`src/rtl/fda_capture_pkg.sv`:
```
// Capture sequencer shared definitions: FSM state encodings,
// trigger-source mode codes, the DRAIN guard length and a small width helper.
package fda_capture_pkg;

    typedef enum logic [2:0] {
        ST_IDLE      = 3'd0,
        ST_ARM       = 3'd1,
        ST_WAIT_TRIG = 3'd2,
        ST_RECORD    = 3'd3,
        ST_DRAIN     = 3'd4,
        ST_HOLDOFF   = 3'd5
    } state_t;

    localparam logic [1:0] MODE_IMM  = 2'b00;
    localparam logic [1:0] MODE_EXT  = 2'b01;
    localparam logic [1:0] MODE_SELF = 2'b10;

    localparam int DRAIN_GUARD = 4;

    function automatic int max3(int a, int b, int c);
        int m;
        m = (a > b) ? a : b;
        return (m > c) ? m : c;
    endfunction

endpackage

```
`src/rtl/capture_sequencer.sv`:
```
// Capture sequencer: arms a trigger, records rec_len+1 samples, drains the
// FIFO and optionally re-arms after a holdoff. One shared down-counter times
// every phase. All outputs are registered.
// Ports:
//   clk, reset_n            clock, async active-low reset (sync release inside)
//   start, abort            one-cycle requests (abort wins)
//   mode, auto_rearm        trigger source, re-arm after completion
//   rec_len, tmo_len        capture length-1, trigger timeout (0 = none)
//   ext_trig, self_trig     trigger levels
//   clk_ok, fifo_empty      ADC clock lock, capture FIFO empty
//   record, trig_arm,       FIFO write enable, comparator arm,
//   trig_reset              comparator reset pulse
//   busy, done, err, state  status outputs
module capture_sequencer
    import fda_capture_pkg::*;
#(
    parameter int LEN_W       = 12,
    parameter int TMO_W       = 16,
    parameter int HOLDOFF_CYC = 16
) (
    input  logic             clk,
    input  logic             reset_n,
    input  logic             start,
    input  logic             abort,
    input  logic [1:0]       mode,
    input  logic             auto_rearm,
    input  logic [LEN_W-1:0] rec_len,
    input  logic [TMO_W-1:0] tmo_len,
    input  logic             ext_trig,
    input  logic             self_trig,
    input  logic             clk_ok,
    input  logic             fifo_empty,
    output logic             record,
    output logic             trig_arm,
    output logic             trig_reset,
    output logic             busy,
    output logic             done,
    output logic             err,
    output logic [2:0]       state
);

    localparam int CNT_W =
        max3(LEN_W, TMO_W, $clog2(HOLDOFF_CYC + DRAIN_GUARD) + 1);

    // Reset asserts asynchronously, releases two clk edges later.
    logic [1:0] r_rst_sync;
    logic       w_rst_n;

    always_ff @(posedge clk or negedge reset_n) begin
        if (!reset_n) begin
            r_rst_sync <= 2'b00;
        end else begin
            r_rst_sync <= {r_rst_sync[0], 1'b1};
        end
    end

    assign w_rst_n = r_rst_sync[1];

    state_t             r_state;
    logic [CNT_W-1:0]   r_cnt;
    logic [1:0]         r_mode;
    logic [LEN_W-1:0]   r_len;
    logic [TMO_W-1:0]   r_tmo;
    logic               r_record;
    logic               r_trig_arm;
    logic               r_trig_reset;
    logic               r_busy;
    logic               r_done;
    logic               r_err;

    state_t             w_next;
    logic [CNT_W-1:0]   w_cnt_dec;
    logic [CNT_W-1:0]   w_cnt_nxt;
    logic               w_err_nxt;
    logic               w_done_nxt;
    logic               w_latch;
    logic               w_trig;
    logic               w_imm;
    logic               w_tmo_hit;
    logic               w_cnt_zero;

    assign w_trig = ((r_mode == MODE_EXT) && ext_trig) ||
                    ((r_mode == MODE_SELF) && self_trig);
    // Mode 11 behaves like immediate.
    assign w_imm      = !((r_mode == MODE_EXT) || (r_mode == MODE_SELF));
    assign w_cnt_zero = (r_cnt == '0);
    assign w_tmo_hit  = (r_tmo != '0) && w_cnt_zero;
    // Counter saturates at zero so long phases simply wait there.
    assign w_cnt_dec  = w_cnt_zero ? r_cnt : r_cnt - CNT_W'(1);

    always_comb begin
        w_next     = r_state;
        w_err_nxt  = r_err;
        w_done_nxt = 1'b0;
        w_latch    = 1'b0;
        if (abort) begin
            w_next = ST_IDLE;
        end else begin
            case (r_state)
                ST_IDLE: begin
                    if (start) begin
                        if (clk_ok) begin
                            w_next    = ST_ARM;
                            w_latch   = 1'b1;
                            w_err_nxt = 1'b0;
                        end else begin
                            w_err_nxt = 1'b1;
                        end
                    end
                end
                ST_ARM: begin
                    w_next = w_imm ? ST_RECORD : ST_WAIT_TRIG;
                end
                ST_WAIT_TRIG: begin
                    if (!clk_ok) begin
                        w_next    = ST_IDLE;
                        w_err_nxt = 1'b1;
                    end else if (w_trig || w_tmo_hit) begin
                        w_next = ST_RECORD;
                    end
                end
                ST_RECORD: begin
                    if (!clk_ok) begin
                        w_next    = ST_IDLE;
                        w_err_nxt = 1'b1;
                    end else if (w_cnt_zero) begin
                        w_next = ST_DRAIN;
                    end
                end
                ST_DRAIN: begin
                    if (w_cnt_zero && fifo_empty) begin
                        w_done_nxt = 1'b1;
                        w_next     = auto_rearm ? ST_HOLDOFF : ST_IDLE;
                    end
                end
                ST_HOLDOFF: begin
                    if (w_cnt_zero) begin
                        w_next = ST_ARM;
                    end
                end
                default: begin
                    w_next = ST_IDLE;
                end
            endcase
        end
    end

    // Reload the shared counter with the length of the phase being entered.
    always_comb begin
        w_cnt_nxt = w_cnt_dec;
        if (w_next != r_state) begin
            case (w_next)
                ST_WAIT_TRIG: w_cnt_nxt = CNT_W'(r_tmo) - CNT_W'(1);
                ST_RECORD:    w_cnt_nxt = CNT_W'(r_len);
                ST_DRAIN:     w_cnt_nxt = CNT_W'(DRAIN_GUARD - 1);
                ST_HOLDOFF:   w_cnt_nxt = CNT_W'(HOLDOFF_CYC - 1);
                default:      w_cnt_nxt = '0;
            endcase
        end
    end

    always_ff @(posedge clk or negedge w_rst_n) begin
        if (!w_rst_n) begin
            r_state      <= ST_IDLE;
            r_cnt        <= '0;
            r_mode       <= MODE_IMM;
            r_len        <= '0;
            r_tmo        <= '0;
            r_record     <= 1'b0;
            r_trig_arm   <= 1'b0;
            r_trig_reset <= 1'b0;
            r_busy       <= 1'b0;
            r_done       <= 1'b0;
            r_err        <= 1'b0;
        end else begin
            r_state      <= w_next;
            r_cnt        <= w_cnt_nxt;
            r_record     <= (w_next == ST_RECORD);
            r_trig_arm   <= (w_next == ST_WAIT_TRIG);
            r_trig_reset <= (w_next == ST_ARM);
            r_busy       <= (w_next != ST_IDLE);
            r_done       <= w_done_nxt;
            r_err        <= w_err_nxt;
            if (w_latch) begin
                r_mode <= mode;
                r_len  <= rec_len;
                r_tmo  <= tmo_len;
            end
        end
    end

    assign record     = r_record;
    assign trig_arm   = r_trig_arm;
    assign trig_reset = r_trig_reset;
    assign busy       = r_busy;
    assign done       = r_done;
    assign err        = r_err;
    assign state      = r_state;

endmodule

```
`config.mk`:
```
export PLATFORM = sky130hd
export DESIGN_NAME = capture_sequencer
export DESIGN_NICKNAME = d
export VERILOG_FILES = /design/src/rtl/fda_capture_pkg.sv /design/src/rtl/capture_sequencer.sv
export SDC_FILE = /design/constraint.sdc
export NUM_CORES = 1
export LEC_CHECK = 0
export CELL_PAD_IN_SITES_DETAIL_PLACEMENT = 0
export CELL_PAD_IN_SITES_GLOBAL_PLACEMENT = 1
export CORE_MARGIN = 1.5
export CORE_UTILIZATION = 48
export CTS_BUF_LIST = sky130_fd_sc_hd__clkbuf_2
export CTS_CLUSTER_SIZE = 14
export DETAILED_ROUTE_END_ITERATION = 10
export GPL_ROUTABILITY_DRIVEN = 0
export PLACE_DENSITY_LB_ADDON = 0.1
export SYNTH_ARGS = -nofsm -noshare
export SYNTH_HDL_FRONTEND = slang
export SYNTH_SLANG_ARGS = --single-unit
```
`constraint.sdc`:
```
create_clock -name clk -period 3.9 [get_ports clk]
set_input_delay 0.585 -clock clk [delete_from_list [all_inputs] [get_ports clk]]
set_output_delay 0.585 -clock clk [all_outputs]
set_load 0.02 [all_outputs]
```
==> results of run 1 <==
worst max path at each step:
stage          startpoint  cells past startpoint         to
6_report         r_cnt[0]                      8   r_cnt[2]
5_1_grt          r_cnt[0]                      8  r_cnt[11]
4_1_cts          r_cnt[0]                      8   r_cnt[2]
3_5_place_dp       clk_ok                      7   r_cnt[7]
3_3_place_gp       clk_ok                      7   r_cnt[7]
2_1_floorplan    r_cnt[0]                      9   r_cnt[3]
cell families after synthesis:
kind of cell | after synthesis
AOI/OAI and AO/OA | 52
muxes | 42
xor gates and xnor gates | 24
buffers and inverters | 23
and+or+nand+nor | 88
adders and majority gates | 4
other | 1
DFF | 57
placed cells by master, fill, tap and decap left out, types with 3 or more instances in the layout:
cell type	n
a21oi_1	7
buf_4	3
clkbuf_2	9
clkdlybuf4s50_1	47
dfrtp_1	56
ha_1	4
inv_1	12
mux2_1	14
mux2_2	17
mux2i_1	11
nand2_1	15
nand3_1	6
nand3b_1	4
nand4_1	3
nor2_1	17
nor2b_1	7
nor3_1	6
nor3b_1	3
nor4_1	4
o211ai_1	4
o21ai_0	5
o21ai_1	3
o22ai_1	12
or3_1	4
xnor2_1	9
xor2_1	15
power groups by stage:
stage          sequential (W)  combinational, W  clock, W
2_1_floorplan         0.00106          0.000878         0
4_1_cts               0.00109           0.00116  0.000439
3_3_place_gp          0.00109           0.00113         0
5_1_grt               0.00113           0.00128  0.000464
3_5_place_dp          0.00110           0.00114         0
6_report              0.00109           0.00115  0.000429
through the flow:
step / worst slack, ns / hold WS [ns] / cells
after detailed placement: 0.812 / 0.276 / 407
final: 0.959 / 0.253 / 423
after CTS: 0.949 / 0.209 / 423
after global routing: 0.665 / 0.205 / 423
after global placement: 0.882 / 0.271 / 407
after floorplan: 1.53 / 0.289 / 291
worst max-delay path, cell delays in order, from the launching register on:
cell and delay [ns]:
dfrtp_1 0.46, inv_1 0.08, ha_1 0.18, nor3b_2 0.43, nand4b_1 0.23, o21ai_1 0.58, a31o_1 0.42, nor2b_1 0.30
o32ai_1 0.13
flip-flops by register name, summed over array words and instances, names as in the netlist:
name	cells
r_mode	2
r_rst_sync	2
done	1
state	3
r_cnt	16
trig_reset	1
r_tmo	16
r_len	12
busy	1
trig_arm	1
err	1
record	1
cells in the mapped netlist, types with 5 or more instances:
cell type	count	area share, %
mux2i_1	11	3.4
inv_1	12	1.4
nor2_1	17	2.0
nor3_1	6	0.93
nor2b_1	7	1.4
xor2_1	15	4.1
nand3_1	6	0.93
o21ai_0	5	0.78
dfrtp_1	57	44
xnor2_1	9	2.5
mux2_2	17	6.0
o22ai_1	12	2.3
a21oi_1	7	1.1
clkbuf_1	6	0.70
mux2_1	14	4.9
nand2_1	15	1.8
metal layers:
layer | track usage (%) | part of all wire (%) | vias up
met5 | 0 | 0 | -
li1 | - | - | 1176
met3 | 3.64 | 3.7 | 10
met4 | 8.05 | 1.7 | 0
met2 | 30.6 | 44 | 48
met1 | 31.5 | 50 | 1170
layout make-up:
| cell class | instances | area (um2) |
|---|---|---|
| clock buffers | 9 | 45.0 |
| clock inverters | 7 | 85.1 |
| fillers | 563 | 2550 |
| inverters | 12 | 45.0 |
| multi-input cells | 211 | 1680 |
| flip-flops and latches | 57 | 1430 |
| well taps | 77 | 96.3 |
| repair buffers | 50 | 493 |
==> impl_results.md, run 1 <==
* Routed WL per cell at roughly 16 um
* Sw Pwr at 0.00106 W
* Seq cells post-synth at 57
* First-pass detailed-route iteration total at 7
* Leak Pwr at 1.65 nW
* Hpwl dp at 5070 um
* Clock root cell: clkbuf_2
* Reg power frac at 40.9%
* Initial Util at roughly 50%
* Die ar. at a little over 0.007 mm2
* Internal power at 0.00161 W
* Final Max Tran Viols at 0
* VDD IR max at between 0.3 and 0.4 mV
* Row count at 29
* Layout cells sized above 1 at 13.9%
* H-tree Lvls at 3
* Synth Warn # at 0
* Reg2Reg Depth at 8
* Arr. time, crit path at about 3.3 ns
* Clock network power share at between 10% and 20%
* First-pass GRT wire length at 11600 um
* Post-CTS Setup Inserts at 0
* Vias at around 2400
* Core ar. at 0.00642 mm2
* Tmin final at between 2 and 3 ns
* Required @ worst endpoint at 4.25 ns
* # clock sinks at 57
* Setup TNS at 0 ns
* Switching share of power at between 30% and 40%
* Relative slew slack at about half
* Mapped Nets at 334
* Most used DFF post-synth: dfrtp_1
* # port buffers at 47
* Critical Path Source Type: flop
* Mapped Area at about 0.0032 mm2
* Clock Latency Late Sink at about 0.47 ns
* Post-Syn Instances at between 200 and 300
* Final hold vios at 0
* Vias in the first global route at 2300
* EDFF count, synth at 0
* Post-layout util at approximately 60%
* Combinational group share of total power at between 40 and 50%
* Via/cell ratio at 5.68
* Initial drt markers at ~160
* Largest net degree at the start of global routing at 32
* Post-CTS Hold Fix Bufs at 0
* Post-Synth Simple-Gate Area at 17.9%
* Layout area overhead at 20.5%
* PnR Total Power at ~0.0027 W
* Post-synthesis cell type count at 60
* Max_cap viols at 0
* Synth Area in XOR/XNOR at about 6.5%
* Final worst path period share at about three quarters
* Design Area, Final at 0.00387 mm2
* ANT cells at 0
* Unrepaired setup endpoints after global routing: no
* Max Fanout on Critical Path at 10
* Final WL at 6850 um
* Total grt overflow at 0
* Main combinational cell family by area after synthesis: simple AND/OR/NAND/NOR gates
* Fmax at ~340 MHz
* Fraction of registers with async set/reset at between 90% and 100%
* Mux contribution to synthesized area at between 10 and 15%
* CTS Buf Count at 9
* Skew final at between 0.015 and 0.02 ns
* Post-CTS Resized at 0
* Synth Area in Compound Gates at 11.8%
* CTS tree: yes
* GRT Total Usage at between 20% and 30%
* Worst slew pin tran at approximately 0.72 ns
* R2r setup slk at 0.96 ns
* Ports at 48
* HP Class: in2async
* # nets final at between 300 and 400
* Reg2reg start: r_cnt[0]
* Failing checks: DRC
* Status: finished, violations left
* CTS max path bufs at 2
* Die W at between 80 and 90 um
* Area after DPL at between 0.003 and 0.004 mm2
* Worst setup path class: reg2reg
* Antenna Nets Post-Route at 0
* Critical path capture point type: flop
* Sequential share of the synthesized area at 44.4%
* Antenna violations before repair at 0
* CTS clk-pin slew, worst paths at approximately 0.16 ns
* Final setup vio count at 0
* Pwr/cell area at around 700 mW/mm2
* Mapped Avg Cell Area at about 11 um2
* DRC at 1
* DIE HEIGHT at around 85 um
* Adder-Cell Fraction of Synth Area at 1.56%
* Reg2reg end: r_cnt[2]
No activity file was read; power rests on OpenSTA's default activity.
==> run 2, diff against run 1 <==
--- a/config.mk
+++ b/config.mk
@@ -8,7 +8,7 @@
 export CELL_PAD_IN_SITES_DETAIL_PLACEMENT = 0
 export CELL_PAD_IN_SITES_GLOBAL_PLACEMENT = 1
 export CORE_MARGIN = 1.5
-export CORE_UTILIZATION = 48
+export CORE_UTILIZATION = 44
 export CTS_BUF_LIST = sky130_fd_sc_hd__clkbuf_2
 export CTS_CLUSTER_SIZE = 14
 export DETAILED_ROUTE_END_ITERATION = 10
==> constraint.sdc (replaced) <==
create_clock -name clk -period 2.86 [get_ports clk]
set_input_delay 0.429 -clock clk [delete_from_list [all_inputs] [get_ports clk]]
set_output_delay 0.429 -clock clk [all_outputs]
set_load 0.02 [all_outputs]
==> run 2 against run 1 <==
  * The run now ends clean
  * Clock-buffer cell count grew 1
  * Routed wire length grew 0.73%
  * First-iteration DRC count grew 1.3%
  * Clock skew grew 0.0046 ns
  * Via count grew 1.5%
  * Utilization shrank 3.9 points
  * Non-clock buffer count grew 7
  * Global-route usage shrank 1.2 points
  * Clock power shrank 7.9%
  * Combinational power grew 40%
  * Critical path type unchanged
  * Largest cell class unchanged
  * Highest routed layer unchanged
==> impl_results.md, run 2 (same netlist as run 1, synthesis figures left out) <==
* Final WL at 6900 um
* Max Fanout on Critical Path at 12
* Skew final at 0.0215 ns
* Initial Util at between 40% and 50%
* Worst setup path class: reg2reg
* Wl on met1 at ~3300 um
* Reg power frac at 42.6%
* Clock network power share at about 11%
* Largest net degree at the start of global routing at 31
* Worst slew pin tran at slightly below 0.6 ns
* Routed WL per cell at 15.4 um
* Final Max Tran Viols at 0
* Required @ worst endpoint at 3.20 ns
* Core ar. at roughly 0.007 mm2
* Tmin final at 2.63 ns
* Most frequent cells in the layout: dfrtp_1 (56), clkdlybuf4s50_1 (47), nor2_1 (17), mux2_2 (17)
* Final setup vio count at 0
* Critical path capture point type: flop
* DRC at 0
* CTS max path bufs at 2
* First-pass detailed-route iteration total at 4
* Total grt overflow at 0
* Post-CTS Resized at 0
* Die ar. at about 0.0078 mm2
* Relative slew slack at 61.2%
* Reg2Reg Depth at 6
* Vias at roughly 2400
* Critical Path Source Type: flop
* Storage cell area at 0.00143 mm2
* Internal power at ~0.0021 W
* First-pass GRT wire length at around 12000 um
* Layout area overhead at 21.1%
* Via/cell ratio at 5.45
* Commonest non-fill, non-tap cell in the layout: dfrtp_1
* Antenna Nets Post-Route at 0
* Multi-input combinational cell area at between 0.0015 and 0.002 mm2
* CTS clk-pin slew, worst paths at roughly 0.15 ns
* Vias in the first global route at ~2400
* Biggest regs: r_cnt x16, r_tmo x16, r_len x12
* HP Class: in2async
* Final hold vios at 0
* Post-CTS Setup Inserts at 0
* Leak Pwr at around 1.7 nW
* CTS tree: yes
* Reg2reg end: r_cnt[3]
* Post-CTS Hold Fix Bufs at 0
* GRT Total Usage at slightly below 20%
* Arr. time, crit path at 2.97 ns
* # clock sinks at 57
* Clock Latency Late Sink at approximately 0.47 ns
* Switching share of power at between 40% and 50%
* # port buffers at 47
* Post-layout util at 56.3%
* Unrepaired setup endpoints after global routing: no
* R2r setup slk at between 0.2 and 0.25 ns
* DIE HEIGHT at about 88 um
* Fmax at roughly 380 MHz
* Fillers at approximately 640
* Worst hold margin at between 0.1 and 0.15 ns
* Antenna violations before repair at 0
* ANT cells at 0
* Row count at 30
* Reg2reg start: r_tmo[6]
* Pwr/cell area at about 900 mW/mm2
* Final worst path period share at ~92%
* Met3 WL at roughly 380 um
* Combinational group share of total power at 46.1%
* # nets final at between 300 and 400
* Die W at around 88 um
* Clock root cell: clkbuf_2
* Initial drt markers at approximately 160
* Ports at 48
* Met2 wire length at 3090 um
* Top Layer Used: met4
* CTS Buf Count at 9
* H-tree Lvls at 3
* Status: completed
* Max_cap viols at 0
* Sw Pwr at 0.00144 W
* Setup TNS at 0 ns
* VDD IR max at 0.379 mV
* Hpwl dp at 5260 um
* Layout cells sized above 1 at 15.6%
-- run 2: cell count changes in the layout (fill, tap and decap cells not counted) --
cell and change:
clkinvlp_4 -1, clkinv_1 -1, bufinv_16 -2, clkbuf_2 +1, clkinv_2 +2, buf_4 +7
-- run 2: power groups by stage --
| stage | sequential (W) | clock (W) | combinational (W) |
|---|---|---|---|
| 2_1_floorplan | 0.00145 | 0 | 0.00120 |
| 3_3_place_gp | 0.00150 | 0 | 0.00159 |
| 3_5_place_dp | 0.00151 | 0 | 0.00161 |
| 4_1_cts | 0.00149 | 0.000410 | 0.00162 |
| 5_1_grt | 0.00155 | 0.000443 | 0.00179 |
| 6_report | 0.00149 | 0.000395 | 0.00161 |
-- run 2: worst max path at each step --
stage / endpoint / from / cells past startpoint / slack [ns]
global route: r_cnt[2] / r_cnt[8] / 6 / 0.05
finish: r_cnt[3] / r_tmo[6] / 6 / 0.23
floorplan: r_cnt[3] / r_cnt[0] / 9 / 0.49
detailed placement: r_cnt[0] / clk_ok / 7 / 0.11
global placement: r_cnt[13] / clk_ok / 7 / 0.18
CTS: r_cnt[5] / r_tmo[6] / 6 / 0.20
-- run 2: worst max-delay path, stage by stage, from the launching register on --
cell	delay, ns
dfrtp_1	0.47
or4_4	0.58
nand4b_4	0.23
a221oi_4	0.40
o21a_2	0.43
mux2i_1	0.31
o22ai_2	0.10
-- run 2: metrics by stage --
stage                     worst slack [ns]  total power, W  cells  instance area [um2]
after global routing                0.0478         0.00378    448                 3890
after floorplan                      0.485         0.00265    291                 3210
after detailed placement             0.111         0.00312    433                 3820
after CTS                            0.198         0.00352    448                 3890
final                                0.230         0.00349    448                 3890
after global placement               0.180         0.00309    433                 3820
-- run 2: cell type report --
type / count / area share, %
Clock buffer: 10 / 1.29
Clock inverter: 5 / 0.611
Inverter: 12 / 1.16
Multi-Input combinational cell: 211 / 43.1
Sequential cell: 57 / 36.7
Tap cell: 96 / 3.09
Timing Repair Buffer: 57 / 14.0
-- run 2: metal layers --
metal | global-route usage (%) | up-vias
met1 | 28.3 | 1165
met4 | 8.66 | 0
li1 | - | 1188
met3 | 3.17 | 14
met5 | 0 | -
met2 | 30.0 | 73
==> run 3, diff against run 2 <==
==> constraint.sdc (replaced) <==
create_clock -name clk -period 2.63 [get_ports clk]
set_input_delay 0.3945 -clock clk [delete_from_list [all_inputs] [get_ports clk]]
set_output_delay 0.3945 -clock clk [all_outputs]
set_load 0.02 [all_outputs]
==> run 3 against run 2 <==
  * Power increased by 16%
  * Utilization up 2.1 points
  * Fmax up 4.7%
  * Register-to-register slack got worse by 0.11 ns
  * Clock skew is 0.0021 ns lower
  * Die area unchanged
  * Combinational power is 19% higher
==> impl_results.md, run 3 (same netlist as run 1, synthesis figures left out) <==
* Core ar. at ~0.007 mm2
* Critical Path Source Type: flop
* Setup TNS at 0 ns
* Biggest regs: r_cnt x16, r_tmo x16, r_len x12
* Arr. time, crit path at about 2.9 ns
* DIE HEIGHT at about 88 um
* Worst slew pin tran at just over 0.5 ns
* Required @ worst endpoint at about 3 ns
* CTS Buf Count at 9
* Tmin final at around 2.5 ns
* Reg2reg end: r_cnt[5]
* # clock sinks at 57
* R2r setup slk at 0.12 ns
* Worst setup path class: reg2reg
* CP max-delay cell: or4_4
* ANT cells at 0
* Row count at 30
* Via/cell ratio at around 5.4
* Final hold vios at 0
* GRT Total Usage at 20.1%
* Antenna Nets Post-Route at 0
* Skew final at 0.0194 ns
* Post-CTS Hold Fix Bufs at 0
* Die W at 88.4 um
* Final setup vio count at 0
* Vias at between 2000 and 3000
* CTS clk-pin slew, worst paths at about 0.16 ns
* Die ar. at ~0.0078 mm2
* Unrepaired setup endpoints after global routing: no
* Design Area, Final at 0.00403 mm2
* Total grt overflow at 0
* Initial Util at between 40 and 50%
* Ports at between 40 and 50
* Initial drt markers at approximately 160
* Status: completed
* Layout cells sized above 1 at 18.9%
* CTS tree: yes
* Hpwl dp at 5500 um
* Pwr/cell area at about 1000 mW/mm2
* HP Class: in2async
* Critical-path cell list: or4_4 -> nand4b_4 -> a221oi_4 -> o21a_2 -> buf_12 -> mux2i_1 -> o22ai_1
* Leak Pwr at approximately 1.7 nW
* Area after DPL at around 0.0039 mm2
* Worst stage delay on the critical path at around 0.56 ns
* DRC at 0
* # nets final at between 400 and 500
* H-tree Lvls at 3
* First-pass detailed-route iteration total at 4
* Final WL at between 7000 and 8000 um
* Reg2Reg Depth at 7
* # port buffers at between 40 and 50
* Reg2reg start: r_tmo[7]
* Final Max Tran Viols at 0
* CTS max path bufs at 2
* Most frequent cells in the layout: dfrtp_1 (56), clkdlybuf4s50_1 (47), buf_4 (23), nor2_1 (17), mux2_2 (17)
* Antenna violations before repair at 0
* Final worst path period share at a little over nine tenths
* Clock Latency Late Sink at ~0.47 ns
* First-pass GRT wire length at between 10000 and 15000 um
* Largest net degree at the start of global routing at 38
* Layout area overhead at 25.6%
* Relative slew slack at between 60% and 70%
* Routed WL per cell at roughly 16 um
* Vias in the first global route at 2384
* Max_cap viols at 0
* Commonest non-fill, non-tap cell in the layout: dfrtp_1
* VDD IR max at ~0.47 mV
* Clock root cell: clkbuf_2
* Max Fanout on Critical Path at 9
* Critical path capture point type: flop
* Fmax at ~400 MHz
==> run 3: cell count changes in the layout (fill, tap and decap cells not counted), sizes merged <==
cell	previous run	this run
clkinv	5	4
buf	10	24
bufinv	0	1
==> run 3: where the power goes <==
group          leakage [nW]  internal (W)  switching [W]
Sequential            0.709       0.00123       0.000385
Clock                0.0666      0.000210       0.000308
Combinational         0.973       0.00100       0.000911
Total                  1.75       0.00244        0.00160
==> run 3: per-stage QoR <==
step	power, W	utilization (%)	instances	hold WS (ns)	worst slack, ns
final	0.00404	58.4	462	0.0757	0.118
after global placement	0.00350	56.8	446	0.204	0.0534
after detailed placement	0.00353	56.8	446	0.206	0.0156
after floorplan	0.00288	-	291	0.0989	0.255
after global routing	0.00434	58.4	462	0.0353	0.00258
after CTS	0.00407	58.3	461	0.0406	0.0818
==> run 3: layer usage <==
metal	GRT usage [%]	share of wire [%]	up-vias
li1	-	-	1213
met1	28.9	48	1222
met2	30.3	45	69
met3	3.82	5.0	11
met4	7.24	1.5	0
met5	0	0	-
==> run 3: timing repair <==
item | in CTS | in global routing
resized for setup | 0 | 1
buffers inserted | 0 | 1
setup endpoints to repair | 0 | 3
==> run 3: how the worst max path moves through the flow <==
stage                        start        end  slack (ns)  depth (start not counted)
after detailed placement    clk_ok  r_cnt[11]        0.02                          8
after global placement      clk_ok  r_cnt[11]        0.05                          8
after floorplan           r_cnt[0]   r_cnt[3]        0.26                          9
final                     r_tmo[7]   r_cnt[5]        0.12                          7
after CTS                 r_tmo[7]  r_cnt[11]        0.08                          7
after global routing      r_tmo[7]   r_cnt[4]       0.003                          7
==> run 3: cell type report <==
type,count,area [um2]
fillers,653,2870
multi-input cells,211,1680
flip-flops and latches,57,1430
repair buffers,71,663
well taps,96,120
clock buffers,10,50.0
clock inverters,5,47.5
inverters,12,45.0
==> run 3: worst max-delay path: cells and delay by family, from the launching register on <==
kind                   cells  cell delay [ns]
and+or+nand+nor            2             0.78
AOI/OAI and AO/OA          3             0.75
DFF                        1             0.46
muxes                      1             0.27
buffers and inverters      1             0.15
